`src/rtl/action_regs_pkg.sv`:
```
// Shared constants for the action AXI-Lite register bank.
// Holds the byte offsets of the register map, the AXI response encodings
// and the state encodings of the write and read channel FSMs.
package action_regs_pkg;

    localparam int OFF_CTRL      = 'h00;
    localparam int OFF_GIE       = 'h04;
    localparam int OFF_IER       = 'h08;
    localparam int OFF_ISR       = 'h0C;
    localparam int OFF_USER_BASE = 'h10;

    localparam logic [1:0] RESP_OKAY   = 2'b00;
    localparam logic [1:0] RESP_SLVERR = 2'b10;

    typedef enum logic {W_IDLE, W_RESP} wr_state_t;
    typedef enum logic {R_IDLE, R_DATA} rd_state_t;

endpackage

```
`src/rtl/axilite_slave_if.sv`:
```
// AXI-Lite slave channel handling for the action register bank.
// Write side: collects AW and W in any order, issues a single-cycle wr_en
// strobe with address/data/strobes, then holds B until bready.
// Read side: accepts AR, issues a single-cycle rd_en strobe, registers the
// returned data/error and holds R until rready.
// Ports: s_axi_* slave bus (prot not needed here); wr_* / rd_* register-body
// interface, where wr_err / rd_err / rd_data come back combinationally.
module axilite_slave_if
    import action_regs_pkg::*;
#(
    parameter int ADDR_WIDTH = 32
) (
    input  logic                  clk,
    input  logic                  resetn,
    input  logic                  s_axi_awvalid,
    output logic                  s_axi_awready,
    input  logic [ADDR_WIDTH-1:0] s_axi_awaddr,
    input  logic                  s_axi_wvalid,
    output logic                  s_axi_wready,
    input  logic [31:0]           s_axi_wdata,
    input  logic [3:0]            s_axi_wstrb,
    output logic                  s_axi_bvalid,
    input  logic                  s_axi_bready,
    output logic [1:0]            s_axi_bresp,
    input  logic                  s_axi_arvalid,
    output logic                  s_axi_arready,
    input  logic [ADDR_WIDTH-1:0] s_axi_araddr,
    output logic                  s_axi_rvalid,
    input  logic                  s_axi_rready,
    output logic [31:0]           s_axi_rdata,
    output logic [1:0]            s_axi_rresp,
    output logic                  wr_en,
    output logic [ADDR_WIDTH-1:0] wr_addr,
    output logic [31:0]           wr_data,
    output logic [3:0]            wr_strb,
    input  logic                  wr_err,
    output logic                  rd_en,
    output logic [ADDR_WIDTH-1:0] rd_addr,
    input  logic [31:0]           rd_data,
    input  logic                  rd_err
);

    // Readies stay low while in reset and are only raised from the first
    // clock after release.
    logic r_live;

    wr_state_t r_wst, w_wst_nxt;
    rd_state_t r_rst, w_rst_nxt;

    logic                  r_aw_got, r_w_got;
    logic [ADDR_WIDTH-1:0] r_awaddr;
    logic [31:0]           r_wdata;
    logic [3:0]            r_wstrb;
    logic [1:0]            r_bresp;
    logic [31:0]           r_rdata;
    logic [1:0]            r_rresp;
    logic                  w_aw_hs, w_w_hs;

    assign s_axi_awready = r_live && (r_wst == W_IDLE) && !r_aw_got;
    assign s_axi_wready  = r_live && (r_wst == W_IDLE) && !r_w_got;
    assign s_axi_bvalid  = (r_wst == W_RESP);
    assign s_axi_bresp   = r_bresp;
    assign s_axi_arready = r_live && (r_rst == R_IDLE);
    assign s_axi_rvalid  = (r_rst == R_DATA);
    assign s_axi_rdata   = r_rdata;
    assign s_axi_rresp   = r_rresp;

    assign w_aw_hs = s_axi_awvalid && s_axi_awready;
    assign w_w_hs  = s_axi_wvalid && s_axi_wready;

    // Use the live bus value when the beat arrives in the completing cycle.
    assign wr_addr = r_aw_got ? r_awaddr : s_axi_awaddr;
    assign wr_data = r_w_got  ? r_wdata  : s_axi_wdata;
    assign wr_strb = r_w_got  ? r_wstrb  : s_axi_wstrb;

    assign rd_en   = s_axi_arvalid && s_axi_arready;
    assign rd_addr = s_axi_araddr;

    always_ff @(posedge clk or negedge resetn) begin
        if (!resetn) begin
            r_live <= 1'b0;
            r_wst  <= W_IDLE;
            r_rst  <= R_IDLE;
        end else begin
            r_live <= 1'b1;
            r_wst  <= w_wst_nxt;
            r_rst  <= w_rst_nxt;
        end
    end

    always_comb begin
        w_wst_nxt = r_wst;
        wr_en     = 1'b0;
        case (r_wst)
            W_IDLE: if ((r_aw_got || w_aw_hs) && (r_w_got || w_w_hs)) begin
                wr_en     = 1'b1;
                w_wst_nxt = W_RESP;
            end
            W_RESP: if (s_axi_bready) w_wst_nxt = W_IDLE;
            default: w_wst_nxt = W_IDLE;
        endcase
    end

    always_comb begin
        w_rst_nxt = r_rst;
        case (r_rst)
            R_IDLE:  if (rd_en) w_rst_nxt = R_DATA;
            R_DATA:  if (s_axi_rready) w_rst_nxt = R_IDLE;
            default: w_rst_nxt = R_IDLE;
        endcase
    end

    always_ff @(posedge clk or negedge resetn) begin
        if (!resetn) begin
            r_aw_got <= 1'b0;
            r_w_got  <= 1'b0;
            r_awaddr <= '0;
            r_wdata  <= '0;
            r_wstrb  <= '0;
            r_bresp  <= RESP_OKAY;
        end else if (wr_en) begin
            r_aw_got <= 1'b0;
            r_w_got  <= 1'b0;
            r_bresp  <= wr_err ? RESP_SLVERR : RESP_OKAY;
        end else begin
            if (w_aw_hs) begin
                r_aw_got <= 1'b1;
                r_awaddr <= s_axi_awaddr;
            end
            if (w_w_hs) begin
                r_w_got <= 1'b1;
                r_wdata <= s_axi_wdata;
                r_wstrb <= s_axi_wstrb;
            end
        end
    end

    always_ff @(posedge clk or negedge resetn) begin
        if (!resetn) begin
            r_rdata <= '0;
            r_rresp <= RESP_OKAY;
        end else if (rd_en) begin
            r_rdata <= rd_err ? 32'd0 : rd_data;
            r_rresp <= rd_err ? RESP_SLVERR : RESP_OKAY;
        end
    end

endmodule

```
`src/rtl/action_axilite_regs.sv`:
```
// Action-side AXI-Lite register bank: CTRL (start/done/idle), GIE, IER,
// ISR and NUM_USER_REGS user RW registers starting at 0x10.
// Ports: clk/resetn, s_axi_* AXI-Lite slave, ap_start/ap_done_in/ap_idle_in
// action handshake, user_regs flat export, irq level interrupt.
module action_axilite_regs
    import action_regs_pkg::*;
#(
    parameter int NUM_USER_REGS = 8,
    parameter int ADDR_WIDTH    = 32
) (
    input  logic                        clk,
    input  logic                        resetn,
    input  logic                        s_axi_awvalid,
    output logic                        s_axi_awready,
    input  logic [ADDR_WIDTH-1:0]       s_axi_awaddr,
    input  logic [2:0]                  s_axi_awprot,
    input  logic                        s_axi_wvalid,
    output logic                        s_axi_wready,
    input  logic [31:0]                 s_axi_wdata,
    input  logic [3:0]                  s_axi_wstrb,
    output logic                        s_axi_bvalid,
    input  logic                        s_axi_bready,
    output logic [1:0]                  s_axi_bresp,
    input  logic                        s_axi_arvalid,
    output logic                        s_axi_arready,
    input  logic [ADDR_WIDTH-1:0]       s_axi_araddr,
    input  logic [2:0]                  s_axi_arprot,
    output logic                        s_axi_rvalid,
    input  logic                        s_axi_rready,
    output logic [31:0]                 s_axi_rdata,
    output logic [1:0]                  s_axi_rresp,
    output logic                        ap_start,
    input  logic                        ap_done_in,
    input  logic                        ap_idle_in,
    output logic [32*NUM_USER_REGS-1:0] user_regs,
    output logic                        irq
);

    localparam int WW = ADDR_WIDTH - 2;
    localparam logic [WW-1:0] W_CTRL  = WW'(OFF_CTRL >> 2);
    localparam logic [WW-1:0] W_GIE   = WW'(OFF_GIE >> 2);
    localparam logic [WW-1:0] W_IER   = WW'(OFF_IER >> 2);
    localparam logic [WW-1:0] W_ISR   = WW'(OFF_ISR >> 2);
    localparam logic [WW-1:0] W_USER0 = WW'(OFF_USER_BASE >> 2);
    localparam logic [WW-1:0] W_END   = WW'((OFF_USER_BASE >> 2) + NUM_USER_REGS);

    logic                  w_wr_en, w_rd_en, w_wr_err, w_rd_err;
    logic [ADDR_WIDTH-1:0] w_wr_addr, w_rd_addr;
    logic [31:0]           w_wr_data, w_rd_data;
    logic [3:0]            w_wr_strb;
    logic [WW-1:0]         w_wword, w_rword;
    logic                  w_unused;

    logic        r_start, r_done, r_gie, r_ier, r_isr;
    logic [31:0] r_user [NUM_USER_REGS];

    axilite_slave_if #(.ADDR_WIDTH(ADDR_WIDTH)) u_if (
        .clk(clk), .resetn(resetn),
        .s_axi_awvalid(s_axi_awvalid), .s_axi_awready(s_axi_awready), .s_axi_awaddr(s_axi_awaddr),
        .s_axi_wvalid(s_axi_wvalid), .s_axi_wready(s_axi_wready),
        .s_axi_wdata(s_axi_wdata), .s_axi_wstrb(s_axi_wstrb),
        .s_axi_bvalid(s_axi_bvalid), .s_axi_bready(s_axi_bready), .s_axi_bresp(s_axi_bresp),
        .s_axi_arvalid(s_axi_arvalid), .s_axi_arready(s_axi_arready), .s_axi_araddr(s_axi_araddr),
        .s_axi_rvalid(s_axi_rvalid), .s_axi_rready(s_axi_rready),
        .s_axi_rdata(s_axi_rdata), .s_axi_rresp(s_axi_rresp),
        .wr_en(w_wr_en), .wr_addr(w_wr_addr), .wr_data(w_wr_data), .wr_strb(w_wr_strb),
        .wr_err(w_wr_err),
        .rd_en(w_rd_en), .rd_addr(w_rd_addr), .rd_data(w_rd_data), .rd_err(w_rd_err)
    );

    // Byte-offset bits [1:0] and the prot fields carry no meaning here.
    assign w_unused = ^{s_axi_awprot, s_axi_arprot, w_wr_addr[1:0], w_rd_addr[1:0]};

    assign w_wword  = w_wr_addr[ADDR_WIDTH-1:2];
    assign w_rword  = w_rd_addr[ADDR_WIDTH-1:2];
    assign w_wr_err = (w_wword >= W_END);
    assign w_rd_err = (w_rword >= W_END);

    assign ap_start = r_start;
    assign irq      = r_gie & r_ier & r_isr;

    // Set conditions are checked first so they win over clears.
    always_ff @(posedge clk or negedge resetn) begin
        if (!resetn) begin
            r_start <= 1'b0;
            r_done  <= 1'b0;
            r_gie   <= 1'b0;
            r_ier   <= 1'b0;
            r_isr   <= 1'b0;
        end else begin
            if (w_wr_en && w_wword == W_CTRL && w_wr_strb[0] && w_wr_data[0])
                r_start <= 1'b1;
            else if (ap_done_in)
                r_start <= 1'b0;

            if (ap_done_in)
                r_done <= 1'b1;
            else if (w_rd_en && w_rword == W_CTRL)
                r_done <= 1'b0;

            if (w_wr_en && w_wword == W_GIE && w_wr_strb[0]) r_gie <= w_wr_data[0];
            if (w_wr_en && w_wword == W_IER && w_wr_strb[0]) r_ier <= w_wr_data[0];

            if (ap_done_in)
                r_isr <= 1'b1;
            else if (w_wr_en && w_wword == W_ISR && w_wr_strb[0] && w_wr_data[0])
                r_isr <= 1'b0;
        end
    end

    always_ff @(posedge clk or negedge resetn) begin
        if (!resetn) begin
            for (int k = 0; k < NUM_USER_REGS; k++) r_user[k] <= '0;
        end else if (w_wr_en) begin
            for (int k = 0; k < NUM_USER_REGS; k++)
                if (w_wword == W_USER0 + WW'(k))
                    for (int b = 0; b < 4; b++)
                        if (w_wr_strb[b]) r_user[k][8*b +: 8] <= w_wr_data[8*b +: 8];
        end
    end

    always_comb begin
        w_rd_data = '0;
        if (w_rword == W_CTRL)     w_rd_data = {29'd0, ap_idle_in, r_done, r_start};
        else if (w_rword == W_GIE) w_rd_data = {31'd0, r_gie};
        else if (w_rword == W_IER) w_rd_data = {31'd0, r_ier};
        else if (w_rword == W_ISR) w_rd_data = {31'd0, r_isr};
        else
            for (int k = 0; k < NUM_USER_REGS; k++)
                if (w_rword == W_USER0 + WW'(k)) w_rd_data = r_user[k];
    end

    for (genvar k = 0; k < NUM_USER_REGS; k++) begin : g_user
        assign user_regs[32*k +: 32] = r_user[k];
    end

endmodule
```
`config.mk`:
```
export PLATFORM = sky130hd
export DESIGN_NAME = action_axilite_regs
export DESIGN_NICKNAME = d
export VERILOG_FILES = /design/src/rtl/action_regs_pkg.sv /design/src/rtl/axilite_slave_if.sv /design/src/rtl/action_axilite_regs.sv
export SDC_FILE = /design/constraint.sdc
export NUM_CORES = 1
export LEC_CHECK = 0
export BUFFER_PORTS_ARGS = -buffer_cell sky130_fd_sc_hd__buf_2
export CAP_MARGIN = 40
export CORE_ASPECT_RATIO = 2
export CORE_MARGIN = 2
export CORE_UTILIZATION = 43
export DETAILED_ROUTE_END_ITERATION = 10
export PLACE_DENSITY = 0.73
export SLEW_MARGIN = 25
export SYNTH_ARGS = -nofsm -noshare
export SYNTH_HDL_FRONTEND = slang
export SYNTH_HIERARCHICAL = 1
export SYNTH_SLANG_ARGS = --single-unit
```
`constraint.sdc`:
```
create_clock -name clk -period 5.6 [get_ports clk]
set_input_delay 0.28 -clock clk [delete_from_list [all_inputs] [get_ports clk]]
set_output_delay 0.28 -clock clk [all_outputs]
set_load 0.1 [all_outputs]
```
# Yosys cells after proc, flatten, opt, wreduce, memory -nomap -nowiden
# Cells that the tools add are included.
[word_totals]
regBits = 370
out_inout_bits = 299
[classes]
magnitude_cmp = 2
n_eq_ne = 22
n_mux = 35
bitwise = 5
reduce_logical = 64
[ops]
columns = ["operator", "count"]
rows = [
  ["$mux 32", 15],
  ["$eq 30x3->1 const B", 8],
  ["$eq 30x4->1 const B", 8],
  ["$eq 30x2->1 const B", 4],
  ["$reduce_and 3->1", 32],
  ["$eq 30x1->1 const B", 2],
  ["$ge 30x4->1 const B", 2],
  ["$logic_not 30->1", 2],
  ["$logic_and 1x1->1", 19],
  ["$mux 1", 15],
  ["$reduce_bool 2->1", 5],
  ["$mux 2", 2],
  ["$mux 4", 1],
  ["$pmux 1 s2", 2],
  ["$reduce_and 2->1", 2],
  ["$not 1->1", 3],
  ["$and 1x1->1", 2],
  ["$logic_not 1->1", 2],
  ["$logic_or 1x1->1", 2],
]

# Depth between registers and ports, before layout
# Gate-level depths: netlist of run 1.
[logic_depth]
depth_word = 14
depth_mapped = 11

# By module
# Netlist of run 1, hierarchy kept.
[modules_own_cells]
columns = ["mod", "instances", "cells_each", "area_each_um2", "seq_area_each_um2"]
rows = [
  ["action_axilite_regs", 1, 889, 12335.6, 6531.3],
  ["axilite_slave_if", 1, 425, 5502.8, 2677.6],
]

# Worst setup path before layout of run 1
# Ideal clock, no wire load.
[synth_timing]
kind = "register -> register"
from = "reg u_if.r_aw_got"
to = "reg r_user (netlist bit user_regs[234])"
setup_ns = 0.126
arrival_time_ns = 2.994
required_time_ns = 5.474
setup_slack_ns = 2.479
stages_incl_launch_ff = 10
path_cell_list = "dfrtp_1 buf_2 buf_2 mux2_2 or4_4 or3_1 buf_6 buf_12 nor3_4 mux2_4"
[synth_via]
word_cells_on_any_way = 10
cone_classes = "eq/ne: 1; mux: 3; reduce/logical: 6"
[synth_lines]
columns = ["item", "line_no", "text"]
rows = [
  ["start, declared", "axilite_slave_if.sv:50", "logic r_aw_got, r_w_got;"],
  ["start signal, assigned", "axilite_slave_if.sv:115", "r_aw_got <= 1'b0;"],
  ["start signal, assigned", "axilite_slave_if.sv:122", "r_aw_got <= 1'b0;"],
  ["start signal, assigned", "axilite_slave_if.sv:127", "r_aw_got <= 1'b1;"],
  ["$mux 32", "axilite_slave_if.sv:72", "assign wr_addr = r_aw_got ? r_awaddr : s_axi_awaddr;"],
  ["named net w_wr_addr[20]", "action_axilite_regs.sv:48", "logic [ADDR_WIDTH-1:0] w_wr_addr, w_rd_addr;"],
  ["$eq 30x4->1", "action_axilite_regs.sv:116", "if (w_wword == W_USER0 + WW'(k))"],
  ["$reduce_and 3->1 (no line)", "-", ""],
  ["end signal, assigned by index", "action_axilite_regs.sv:118", "if (w_wr_strb[b]) r_user[k][8*b +: 8] <= w_wr_data[8*b +: 8];"],
  ["end, declared", "action_axilite_regs.sv:55", "logic [31:0] r_user [NUM_USER_REGS];"],
]
# The timed path passes the listed nets, and every way through them passes these cells.
# A chain may end at the register's enable or synchronous reset.

# Final worst setup path of run 1
[layout_timing]
from = "reg u_if.r_aw_got"
to = "reg r_user (netlist bit user_regs[216])"
# Same word-level chain as after synthesis.

==> impl_results.md, run 1 <==
* # DRC at 0
* Mapped cell area at 17700 um^2
* Worst Hold Class: primary input to flip-flop
* Hold path depth at 2
* Die area at 42900 um^2
* Maximum clock rate at 240 MHz
* Via count at 12942
* Total Routing Usage GR at 26.8%
* Max Cap Violations at 0
* Hold Crit Start: s_axi_awaddr[18]
* Cells after Synth at 1306
* Normalized max-slew margin at 37.2%
* Die width at 148 um
* Wire per inst at 25.3 um
* Post-route setup TNS at 0 ps
* IO Port Bufs at 401
* Fin crit share at 74.3%
* Worst-path fanout max at 18
* Synth Warn # at 6
* Peak supply drop at 0.000292 V
* Post-DP HPWL at 40.0 mm
* Clk Latency, worst-skew pair at 540 ps
* R2R Setup Slk at 1440 ps
* Std cell rows at 105
* Synthesized area per cell at 13.6 um^2
* H-tree Lvls at 2
* RR Startpoint: u_if/r_aw_got
* Post-cts sizing count at 0
* Root Driver: clkbuf_16
* Arr. time, crit path at 4580 ps
* Slew @ Worst Pin at 942 ps
* Outcome: complete, no violations
* Kind of critical path: flip-flop to flip-flop
* 1st-iter DRT viols at 688
* Final Total Pwr at 7.25 mW
* Routed vias/inst at 5.64
* Maximum clock path buffer count at 3
* Final core occ at 53.9%
* Crit start category: flip-flop
* Routed Antenna Nets at 0
* Layout area overhead at 24.3%
* Largest net degree at the start of global routing at 156
* First-pass GRT wire length at 86.7 mm
* Final hold vios at 0
* Worst slack, placed at 1450 ps
* RD Place Congestion at 0.877
* Worst Path Required at 6010 ps
* Commonest cells after routing, fill and taps aside: buf_2 (398), dfrtp_1 (365), mux2_2 (323), nand2_1 (77), mux2_4 (66)
* Initial antenna violation count at 0
* CTS Buf Count at 37
* Delay of the slowest critical-path stage at 810 ps
* ANT cells at 0
* Core footprint at 40900 um^2
* Clk pin slew, worst setup/hold paths at 60 ps
* Crit path cell chain: buf_4 > mux2_2 > nor4_1 > nand4_1 > or3_1 > buf_8 > buf_4 > nor3_4 > mux2_2
* Lkg Pwr at 11.3 nW
* GRT overflow at 0
* Final WL at 58.0 mm
* IO Count at 414
* Worst-case reg-to-reg path depth at 9
* Slew Viols, Final at 0
* PD cells at 329 nW/um^2
* Placed cell area at 20100 um^2
* Die Height at 291 um
* Reg-to-reg endpoint: user_regs[216]
* Count of final setup violators at 0
* DRT Pass-1 Iters at 5
* # nets final at 1847
* Minimum clock period at 4160 ps
* Setup crit end kind: flip-flop
* Num Clock Sinks at 366
* Share of post-route cells with drive strength above 1 at 53.4%
* Vias in the first global route at 13865
* Final worst slack at 1440 ps
* TritonCTS clock tree: done
* Skew final at 18.3 ps
* Initial Utilization at 43.4%
* CP max stage cell: dfrtp_1
* Hold Crit Endpoint: u_if/r_awaddr[18]
* RSZ-0062 raised after global routing: no
* Final Instance Area at 22000 um^2
* Commonest non-fill, non-tap cell in the layout: buf_2
-- metal layers --
layer  track usage [%]  up-vias  part of all wire [%]
li1                  -     5607                     -
met1              29.9     6594                    37
met2              47.1      565                    51
met3              4.91      176                   5.9
met4              15.6        0                   6.5
met5                 0        -                     0
-- sequential cells by signal, indices dropped and copies added, names as in the netlist, 4 cells and up --
| register | flops |
|---|---|
| user_regs | 256 |
| u_if/r_wdata | 32 |
| u_if/s_axi_rdata | 32 |
| u_if/r_awaddr | 30 |
| u_if/r_wstrb | 4 |
-- power by group --
group	switching (mW)	total, mW	internal [mW]
logic	0.840	1.54	0.700
clock network	1.07	2.65	1.58
registers	0.165	3.06	2.89
total	2.08	7.25	5.17
-- repair_timing --
action                    in CTS  in global routing
hold buffers                  64                  0
hold endpoints to repair     156                  0
buffers inserted               0                  0
-- critical path: cells and delay by family, from the launching register on --
| kind | cells | cell delay (ps) |
|---|---|---|
| simple gates | 4 | 1670 |
| flops | 1 | 810 |
| mux | 2 | 770 |
| buf+inv | 3 | 780 |
-- through the flow --
stage	hold slack (ps)	cells
global route	11.6	2294
finish	18.8	2294
floorplan	-15.6	1307
detailed placement	365	2162
global placement	349	2158
CTS	0.0406	2292
-- how the worst max path moves through the flow --
stage | start | to | slack [ps] | cells after the start
after floorplan | u_if/r_aw_got | user_regs[234] | 2510 | 9
after global placement | u_if/r_aw_got | user_regs[183] | 1250 | 7
after detailed placement | u_if/r_aw_got | user_regs[216] | 1450 | 9
after CTS | u_if/r_aw_got | user_regs[216] | 1440 | 9
after global routing | u_if/r_aw_got | user_regs[191] | 1280 | 8
final | u_if/r_aw_got | user_regs[216] | 1440 | 9
-- final cells by class --
cell class / count / area, um^2
multi-input cells: 831 / 7970
well taps: 535 / 669
clock inverters: 13 / 206
clock buffers: 53 / 1080
inverters: 6 / 22.5
repair buffers: 490 / 2920
fillers: 3430 / 18800
flip-flops and latches: 366 / 9160
Note: power is estimated with default switching activity, not from simulation.
==> run 2, diff against run 1 <==
--- a/config.mk
+++ b/config.mk
@@ -11,7 +11,7 @@
 export CORE_MARGIN = 2
 export CORE_UTILIZATION = 43
 export DETAILED_ROUTE_END_ITERATION = 10
-export PLACE_DENSITY = 0.73
+export PLACE_DENSITY = 0.76
 export SLEW_MARGIN = 25
 export SYNTH_ARGS = -nofsm -noshare
 export SYNTH_HDL_FRONTEND = slang
==> constraint.sdc (replaced) <==
create_clock -name clk -period 3.78 [get_ports clk]
set_input_delay 0.189 -clock clk [delete_from_list [all_inputs] [get_ports clk]]
set_output_delay 0.189 -clock clk [all_outputs]
set_load 0.1 [all_outputs]
==> run 2 against run 1 <==
  * Core utilization up 0.31 points
  * Final cell count up 1.2%
  * Maximum frequency up 18%
  * Critical endpoint is now user_regs[219]
==> impl_results.md, run 2 (synthesis gave the netlist of run 1 again) <==
* Outcome: complete, no violations
* Wire per inst at 25.1 um
* Largest net degree at the start of global routing at 122
* Final WL at 58.3 mm
* Max Cap Violations at 0
* CTS Buf Count at 35
* RR Startpoint: u_if/r_aw_got
* Setup crit end kind: flip-flop
* Peak supply drop at 0.000350 V
* Initial antenna violation count at 1
* Commonest non-fill, non-tap cell in the layout: buf_2
* Hold Crit Endpoint: u_if/r_aw_got
* Core footprint at 40900 um^2
* GRT overflow at 0
* RD Place Congestion at 0.879
* Routed Antenna Nets at 0
* Multi-input gate area at 7970 um^2
* Share of post-route cells with drive strength above 1 at 53.9%
* IO Count at 414
* First-pass GRT wire length at 87.2 mm
* DRT Pass-1 Iters at 5
* Arr. time, crit path at 3920 ps
* Fin crit share at 93.1%
* Reg-to-reg endpoint: user_regs[219]
* Commonest cells after routing, fill and taps aside: buf_2 (398), dfrtp_1 (365), mux2_2 (323), nand2_1 (77), dlygate4sd3_1 (70)
* Worst Hold Class: primary input to flip-flop
* Num Clock Sinks at 366
* Final Total Pwr at 10.4 mW
* Max reg flops at 256
* Post-DP HPWL at 40.9 mm
* Sw frac at 29.0%
* Int Power at 7.36 mW
* Crit start category: flip-flop
* # nets final at 1878
* RSZ-0062 raised after global routing: no
* Post-CTS Hold Buffers at 70
* Count of final setup violators at 0
* Comb power frac at 22.3%
* Slew Viols, Final at 0
* Via count at 13161
* Vias in the first global route at 14092
* Die Height at 291 um
* Minimum clock period at 3520 ps
* Total Routing Usage GR at 26.8%
* Post-route setup TNS at 0 ps
* Std cell rows at 105
* Kind of critical path: flip-flop to flip-flop
* Skew final at 17.1 ps
* IO Port Bufs at 401
* H-tree Lvls at 2
* Layout area overhead at 25.0%
* Die width at 148 um
* Maximum clock path buffer count at 3
* Slew @ Worst Pin at 875 ps
* Hold WS at 25.5 ps
* Hold Crit Start: s_axi_awvalid
* Root Driver: clkbuf_16
* Register area at 9160 um^2
* Setup bufs post-CTS at 0
* Sequential Power Share at 43.5%
* Clock network fraction of total power at 34.3%
* # DRC at 0
* R2R Setup Slk at 260 ps
* Routed vias/inst at 5.67
* Maximum clock rate at 284 MHz
* Switching Power at 3.01 mW
* Worst-case reg-to-reg path depth at 8
* Clk pin slew, worst setup/hold paths at 70 ps
* Lkg Pwr at 11.4 nW
* TritonCTS clock tree: done
* Worst-path fanout max at 18
* Normalized max-slew margin at 41.5%
* Final hold vios at 0
* Worst Path Required at 4190 ps
* Hold path depth at 3
* Initial Utilization at 43.4%
* Die area at 42900 um^2
* Post-cts sizing count at 0
* 1st-iter DRT viols at 667
* Clk Latency, worst-skew pair at 530 ps
* PD cells at 468 nW/um^2
* Fillers at 3411
[run 2: area by class of cell]
| class | count | share of cell area, % |
|---|---|---|
| Tap cell | 535 | 3.02 |
| Inverter | 6 | 0.102 |
| Timing Repair Buffer | 523 | 14.4 |
| Sequential cell | 366 | 41.3 |
| Clock inverter | 7 | 0.271 |
| Clock buffer | 52 | 4.84 |
| Multi-Input combinational cell | 831 | 36.0 |
| Antenna cell | 1 | 0.0113 |
[run 2: routing by layer]
| layer | wire length (um) | GRT usage [%] |
|---|---|---|
| met1 | 21100 | 30.3 |
| met2 | 29500 | 46.4 |
| met3 | 3530 | 4.48 |
| met4 | 4230 | 17.2 |
| met5 | 0 | 0 |
[run 2: critical path, cell delays in order (launching register included)]
cell     delay, ps
dfrtp_1        470
buf_4          310
mux2_2         370
nor4_1         340
nand4_1        210
or3_1          420
buf_4          260
nor3_4         590
mux2_2         420
[run 2: power by group through the flow]
stage / Sequential (mW) / Clock, mW / Combinational [mW]
floorplan: 4.52 / 0 / 1.64
global placement: 4.52 / 0 / 2.16
detailed placement: 4.56 / 0 / 2.21
CTS: 4.49 / 3.61 / 2.29
global route: 4.54 / 3.76 / 2.45
finish: 4.51 / 3.55 / 2.31
[run 2: through the flow]
stage	setup slack (ps)	util (%)	std cells	instance area, um^2
floorplan	690	-	1307	17700
global placement	388	49.6	2188	20300
detailed placement	299	49.7	2189	20300
CTS	275	54.1	2318	22100
global route	40.9	54.2	2321	22200
finish	262	54.2	2321	22200
[run 2: how the worst max path moves through the flow]
stage,start,end,cells after the start
after global routing,u_if/r_aw_got,user_regs[198],7
after CTS,u_if/r_aw_got,user_regs[198],7
after detailed placement,u_if/r_aw_got,user_regs[196],7
after floorplan,u_if/r_aw_got,user_regs[234],9
final,u_if/r_aw_got,user_regs[219],8
after global placement,u_if/r_aw_got,user_regs[199],7
